File: config.mk
export PLATFORM = sky130hd
export DESIGN_NAME = fpu_rr_arbiter_flat
export DESIGN_NICKNAME = d
export VERILOG_FILES = /design/src/rtl/fpu_rr_arbiter_if.sv /design/src/rtl/fpu_rr_arbiter.sv /design/src/flat_wrapper.sv
export SDC_FILE = /design/constraint.sdc
export NUM_CORES = 1
export LEC_CHECK = 0
export ABC_AREA = 1
export CORE_AREA = 2 2 159 161
export DETAILED_ROUTE_END_ITERATION = 8
export DIE_AREA = 0 0 161 163
export HOLD_SLACK_MARGIN = 0.12
export PLACE_DENSITY = 0.69
export SLEW_MARGIN = 15
export SYNTH_ARGS = -nofsm -noshare
export SYNTH_HDL_FRONTEND = slang
export SYNTH_SLANG_ARGS = --single-unit
File: constraint.sdc
create_clock -name clk -period 4.5 [get_ports clk]
set_input_delay 0.9 -clock clk [delete_from_list [all_inputs] [get_ports clk]]
set_output_delay 0.9 -clock clk [all_outputs]
set_load 0.02 [all_outputs]
File: src/rtl/fpu_rr_arbiter_if.sv
// rtl/fpu_rr_arbiter_if.sv - requester and FPU side signal bundle for fpu_rr_arbiter
interface fpu_rr_arbiter_if #(
   parameter int NUM_REQ = 4,
   parameter int DATA_W  = 32,
   parameter int OP_W    = 2
);
   logic [NUM_REQ-1:0]        req_valid;
   logic [NUM_REQ*DATA_W-1:0] req_din1;
   logic [NUM_REQ*DATA_W-1:0] req_din2;
   logic [NUM_REQ*OP_W-1:0]   req_op_sel;
   logic [NUM_REQ-1:0]        req_accept;
   logic [NUM_REQ-1:0]        resp_valid;
   logic [DATA_W-1:0]         resp_result;
   logic                      resp_error;
   logic                      busy;
   logic [DATA_W-1:0]         fpu_din1;
   logic [DATA_W-1:0]         fpu_din2;
   logic [OP_W-1:0]           fpu_op_sel;
   logic                      fpu_valid;
   logic [DATA_W-1:0]         fpu_result;
   logic                      fpu_ready;

   modport master (
      input  req_valid, req_din1, req_din2, req_op_sel, fpu_result, fpu_ready,
      output req_accept, resp_valid, resp_result, resp_error, busy,
             fpu_din1, fpu_din2, fpu_op_sel, fpu_valid
   );

   modport slave (
      output req_valid, req_din1, req_din2, req_op_sel, fpu_result, fpu_ready,
      input  req_accept, resp_valid, resp_result, resp_error, busy,
             fpu_din1, fpu_din2, fpu_op_sel, fpu_valid
   );
endinterface

File: src/rtl/fpu_rr_arbiter.sv
// rtl/fpu_rr_arbiter.sv - round-robin sharing of one single-outstanding FPU among NUM_REQ requesters
// Optional watchdog: define FPU_TIMEOUT_EN to abort a WAIT that lasts TIMEOUT cycles.
module fpu_rr_arbiter #(
   parameter int NUM_REQ = 4,
   parameter int DATA_W  = 32,
   parameter int OP_W    = 2,
   parameter int TIMEOUT = 64
) (
   input logic              clk,
   input logic              reset,
   fpu_rr_arbiter_if.master bus
);
   localparam int IDX_W = (NUM_REQ > 1) ? $clog2(NUM_REQ) : 1;
   localparam logic [NUM_REQ-1:0] ONE = {{(NUM_REQ-1){1'b0}}, 1'b1};

   typedef enum logic [1:0] {IDLE, ISSUE, WAIT, RESP} state_t;

   state_t           state;
   logic [IDX_W-1:0] last;
   logic [IDX_W-1:0] owner;
   logic [IDX_W-1:0] winner;
   logic             found;

   // Search starts just after the last served requester and wraps.
   always_comb begin
      int idx;
      winner = '0;
      found  = 1'b0;
      idx    = 0;
      for (int k = 1; k <= NUM_REQ; k++) begin
         idx = (int'(last) + k) % NUM_REQ;
         if (!found && bus.req_valid[IDX_W'(idx)]) begin
            found  = 1'b1;
            winner = IDX_W'(idx);
         end
      end
   end

   assign bus.req_accept = (state == IDLE && found && !reset) ? (ONE << winner) : '0;

`ifdef FPU_TIMEOUT_EN
   logic [7:0] wdog;
`else
   assign bus.resp_error = 1'b0;
`endif

   always_ff @(posedge clk or posedge reset) begin
      if (reset) begin
         state           <= IDLE;
         owner           <= '0;
         last            <= IDX_W'(NUM_REQ - 1);
         bus.fpu_din1    <= '0;
         bus.fpu_din2    <= '0;
         bus.fpu_op_sel  <= '0;
         bus.fpu_valid   <= 1'b0;
         bus.resp_valid  <= '0;
         bus.resp_result <= '0;
         bus.busy        <= 1'b0;
`ifdef FPU_TIMEOUT_EN
         bus.resp_error  <= 1'b0;
         wdog            <= '0;
`endif
      end else begin
         bus.fpu_valid  <= 1'b0;
         bus.resp_valid <= '0;
         case (state)
            IDLE: begin
               if (found) begin
                  bus.fpu_din1   <= bus.req_din1[winner*DATA_W +: DATA_W];
                  bus.fpu_din2   <= bus.req_din2[winner*DATA_W +: DATA_W];
                  bus.fpu_op_sel <= bus.req_op_sel[winner*OP_W +: OP_W];
                  owner          <= winner;
                  bus.fpu_valid  <= 1'b1;
                  bus.busy       <= 1'b1;
                  state          <= ISSUE;
               end
            end
            ISSUE: begin
`ifdef FPU_TIMEOUT_EN
               wdog  <= '0;
`endif
               state <= WAIT;
            end
            WAIT: begin
               if (bus.fpu_ready) begin
                  bus.resp_result <= bus.fpu_result;
                  bus.resp_valid  <= ONE << owner;
`ifdef FPU_TIMEOUT_EN
                  bus.resp_error  <= 1'b0;
`endif
                  state           <= RESP;
               end
`ifdef FPU_TIMEOUT_EN
               else if (wdog == 8'(TIMEOUT - 1)) begin
                  bus.resp_result <= '0;
                  bus.resp_valid  <= ONE << owner;
                  bus.resp_error  <= 1'b1;
                  state           <= RESP;
               end else begin
                  wdog <= wdog + 8'd1;
               end
`endif
            end
            RESP: begin
               last     <= owner;
               bus.busy <= 1'b0;
`ifdef FPU_TIMEOUT_EN
               bus.resp_error <= 1'b0;
`endif
               state    <= IDLE;
            end
            default: state <= IDLE;
         endcase
      end
   end
endmodule

File: src/flat_wrapper.sv
// flat-port wrapper written by rule: the top's interface ports become plain ports
module fpu_rr_arbiter_flat 
#(
   parameter int NUM_REQ = 4,
   parameter int DATA_W  = 32,
   parameter int OP_W    = 2,
   parameter int TIMEOUT = 64
)
  (clk, reset, bus_req_valid, bus_req_din1, bus_req_din2, bus_req_op_sel, bus_fpu_result, bus_fpu_ready, bus_req_accept, bus_resp_valid, bus_resp_result, bus_resp_error, bus_busy, bus_fpu_din1, bus_fpu_din2, bus_fpu_op_sel, bus_fpu_valid);
  fpu_rr_arbiter_if #(.NUM_REQ(NUM_REQ), .DATA_W(DATA_W), .OP_W(OP_W)) bus_i ();
  input logic clk;
  input logic reset;
  input wire logic [$bits(bus_i.req_valid)-1:0] bus_req_valid;
  input wire logic [$bits(bus_i.req_din1)-1:0] bus_req_din1;
  input wire logic [$bits(bus_i.req_din2)-1:0] bus_req_din2;
  input wire logic [$bits(bus_i.req_op_sel)-1:0] bus_req_op_sel;
  input wire logic [$bits(bus_i.fpu_result)-1:0] bus_fpu_result;
  input wire logic [$bits(bus_i.fpu_ready)-1:0] bus_fpu_ready;
  output wire logic [$bits(bus_i.req_accept)-1:0] bus_req_accept;
  output wire logic [$bits(bus_i.resp_valid)-1:0] bus_resp_valid;
  output wire logic [$bits(bus_i.resp_result)-1:0] bus_resp_result;
  output wire logic [$bits(bus_i.resp_error)-1:0] bus_resp_error;
  output wire logic [$bits(bus_i.busy)-1:0] bus_busy;
  output wire logic [$bits(bus_i.fpu_din1)-1:0] bus_fpu_din1;
  output wire logic [$bits(bus_i.fpu_din2)-1:0] bus_fpu_din2;
  output wire logic [$bits(bus_i.fpu_op_sel)-1:0] bus_fpu_op_sel;
  output wire logic [$bits(bus_i.fpu_valid)-1:0] bus_fpu_valid;
  assign bus_i.req_valid = bus_req_valid;
  assign bus_i.req_din1 = bus_req_din1;
  assign bus_i.req_din2 = bus_req_din2;
  assign bus_i.req_op_sel = bus_req_op_sel;
  assign bus_i.fpu_result = bus_fpu_result;
  assign bus_i.fpu_ready = bus_fpu_ready;
  assign bus_req_accept = bus_i.req_accept;
  assign bus_resp_valid = bus_i.resp_valid;
  assign bus_resp_result = bus_i.resp_result;
  assign bus_resp_error = bus_i.resp_error;
  assign bus_busy = bus_i.busy;
  assign bus_fpu_din1 = bus_i.fpu_din1;
  assign bus_fpu_din2 = bus_i.fpu_din2;
  assign bus_fpu_op_sel = bus_i.fpu_op_sel;
  assign bus_fpu_valid = bus_i.fpu_valid;
  fpu_rr_arbiter #(.NUM_REQ(NUM_REQ), .DATA_W(DATA_W), .OP_W(OP_W), .TIMEOUT(TIMEOUT)) u_core (.clk(clk), .reset(reset), .bus(bus_i));
endmodule
==> flow_summary.ini <==
[clocking]
clock_sinks = 110
cts_repair_resize_count = 0
tritoncts.num_buffers = 9
clock_latency_ns = 0.36
post-cts-setup-buffer-count = 0
cts-root-buf = sky130_fd_sc_hd__clkbuf_16
postCtsHoldBufs = 0
clockBufferDepth = 2
cts_tree = done
cts.htree.levels = 3
path_clk_slew_ns = 0.08

[timing]
report.final.setup_viol = 0
hold-worst-slack_ns = 0.4814
maxSlewViolCount = 0
fmax_ghz = 0.2417
setup_total_negative_slack_ns = 0
maxSlewHeadroom_pct = 41.51
final_critical_path_setup_slack_ns = 0.3628
rsz0062_at_grt = false
report.final.hold_viol_count = 0
timing_worst_slew_pin_value_ns = 0.8774
finalWorstPathRequiredPeriod_ns = 4.137
final_min_period_over_clock_period_pct = 91.94
fin_worst_skew_ns = 0.01549

[setup_path]
worst_setup_path_start_kind = primary input
cp.arrival_ns = 3.24
path_class = primary input to output pin
required_ns = 3.60
timing.critical_path.cells = clkdlybuf4s50_1 -> inv_1 -> nand2_1 -> nand2_1 -> o21ai_1 -> nand4_1 -> nand2_4 -> inv_2 -> nor3_1 -> clkdlybuf4s50_1
worstSetupEndpointType = output pin
slowest_delay_ns = 0.63
critical-path-slowest-cell = sky130_fd_sc_hd__clkdlybuf4s50_1
worst-path-max-fanout = 26

[floorplan]
core_mm2 = 0.02467
row_count = 58
io-pin-count = 412
start_util_pct = 28.89
die-height_um = 163
die-area_mm2 = 0.02624
die_span_in_x_um = 161

[detailed_routing]
met1Wirelength_mm = 11.49
detailedRoute.firstIterationViolations = 513
detailroute.wirelength.met3_mm = 1.878
route.detailed.drc = 0
total_vias_in_the_final_route = 8187
drt_first_pass_iters = 5
top_layer = met4
routed_wirelength_mm = 27.36
wl_met2_mm = 13.39
post_drt_via_cell_ratio = 4.551
routed_wire_length_per_instance_um = 15.21
ant_nets = 0

[logic_synthesis]
synth_cells = 1105
synth_top_cell_by_area = sky130_fd_sc_hd__dfrtp_1
synth_cell_types = 26
synth-main-ff-cell = sky130_fd_sc_hd__dfrtp_1
most_used_standard_cell_by_instance_count_after_synthesis = sky130_fd_sc_hd__nand2_1
synth.yosys.warnings = 0
synth_seq_cells = 110
postSynth.asyncResetShare_pct = 100.0
seq_area_frac_synth_pct = 38.65
netlist.area_leader.share_pct = 37.91
mappedNetlistArea_mm2 = 0.007128
synth_edf_count = 0
synth_top_cells_by_count = sky130_fd_sc_hd__nand2_1, sky130_fd_sc_hd__nand3_1, sky130_fd_sc_hd__dfrtp_1
netlist_top_cells_area = sky130_fd_sc_hd__dfrtp_1, sky130_fd_sc_hd__nand2_1, sky130_fd_sc_hd__nand3_1, sky130_fd_sc_hd__mux2_2, sky130_fd_sc_hd__buf_2
postSynthAreaPerCell_um2 = 6.451
synth.net_count = 1412

[placed_design]
global_placement_routability_congestion = 0.8353
post-place-ws_ns = 0.3728
place.detailed.hpwl_mm = 19.47
placedInstanceArea_mm2 = 0.01135
number_of_instances_in_the_placed_design = 1783
io_buffer_count = 410

[worst_hold_path]
holdCritPathClass = flop to flop

[job]
cap_viol_max_count = 0

[finish]
layout-drive-gt1-share_pct = 5.174
utilization_pct = 47.50
number_of_nets_at_the_end_of_the_flow = 1771
ant_diodes = 0
fillerInstances = 2510
flow.area_growth_from_synthesis_pct = 64.42
finalNonFillerCells = 1799
final_design_area_no_fill_mm2 = 0.01172

[global_route]
grt.total_usage_pct = 20.17
grt_start_max_net_pins = 82
global_route.overflow_total = 0
first_global_vias = 7767
global_route_wire_length_before_repair_mm = 41.89
antenna_violations_before_repair = 0

[outcome]
outcome = finished, final reports clean

[power]
cellLeakagePower_nw = 5.858
totalPowerFinal_mw = 9.077
power.density_mw_per_mm2 = 774.5
max-vdd-ir-drop_uv = 556.8
flip-flops by register name, summed over array words and instances (netlist names):
| register | count |
|---|---|
| u_core.last | 2 |
| u_core.bus.resp_valid | 4 |
| u_core.bus.fpu_din2 | 32 |
| u_core.bus.resp_result | 32 |
| u_core.owner | 2 |
| u_core.bus.fpu_valid | 1 |
| u_core.bus.fpu_din1 | 32 |
| u_core.state | 2 |
| u_core.bus.busy | 1 |
| u_core.bus.fpu_op_sel | 2 |
where the power goes:
part	switching, mW	internal (mW)	leakage (nW)	total, mW
Sequential	0.257	1.46	1.36	1.72
Combinational	4.04	2.33	4.32	6.37
Clock	0.425	0.561	0.178	0.986
path summary, 6_finish.rpt:
check	start	end	slack (ns)	cells after the start
min in group asynchronous	reset	u_core.bus.busy	1.08	3
worst max-delay path	bus_req_valid[1]	bus_req_accept[2]	0.36	10
max in group asynchronous	reset	u_core.bus.resp_result[5]	2.08	4
worst max register to register	u_core.last[0]	u_core.bus.fpu_din1[21]	1.09	16
worst min-delay path	u_core.bus.fpu_din2[12]	u_core.bus.fpu_din2[12]	0.48	2
worst min register to register	u_core.bus.fpu_din2[12]	u_core.bus.fpu_din2[12]	0.48	2
layer usage:
metal | up-vias | global-route usage, %
met3 | 35 | 3.972
met1 | 3676 | 24.54
met4 | 0 | 6.453
met2 | 321 | 35.86
met5 | - | 0
li1 | 4155 | -
cells by family (layout without fill, tap and decap cells):
| logic type | after synthesis | count (layout) | share of synthesized area (%) |
|---|---|---|---|
| buffers and inverters | 92 | 456 | 6.600 |
| other | 1 | 1 | 0.05261 |
| muxes | 32 | 32 | 5.055 |
| and+or+nand+nor | 855 | 855 | 48.13 |
| adders and majority gates | 4 | 4 | 0.7022 |
| AOI/OAI and AO/OA | 11 | 11 | 0.8074 |
| DFF | 110 | 110 | 38.65 |
layout by cell type (no fill, tap or decap), types with 3 or more instances in the layout:
cell	Yosys	layout
sky130_fd_sc_hd__inv_1	13	12
sky130_fd_sc_hd__nand2_4	2	4
sky130_fd_sc_hd__bufinv_16	0	3
sky130_fd_sc_hd__nor2_1	4	4
sky130_fd_sc_hd__inv_2	4	4
sky130_fd_sc_hd__nand3_1	136	136
sky130_fd_sc_hd__mux2_2	32	32
sky130_fd_sc_hd__clkdlybuf4s50_1	0	410
sky130_fd_sc_hd__buf_4	11	13
sky130_fd_sc_hd__nor3_1	8	8
sky130_fd_sc_hd__ha_1	4	4
sky130_fd_sc_hd__clkbuf_16	0	9
sky130_fd_sc_hd__o21ai_0	7	7
sky130_fd_sc_hd__dfrtp_1	108	108
sky130_fd_sc_hd__nand2_1	698	697
cell type report:
type / count / area, µm² / share of cell area [%]
Multi-Input combinational cell: 903 / 3915 / 33.40
Timing Repair Buffer: 423 / 4202 / 35.85
Clock buffer: 9 / 225.2 / 1.922
Clock inverter: 7 / 142.6 / 1.217
Inverter: 17 / 67.56 / 0.5765
Sequential cell: 110 / 2755 / 23.51
Tap cell: 330 / 412.9 / 3.523
worst max-delay path, delay by kind of cell:
family                 cells  cell delay [ns]
buffers and inverters      4             1.25
AO/OA/AOI/OAI              1             0.27
AND/OR/NAND/NOR            5             0.80
(Power assumes the default switching activity.)
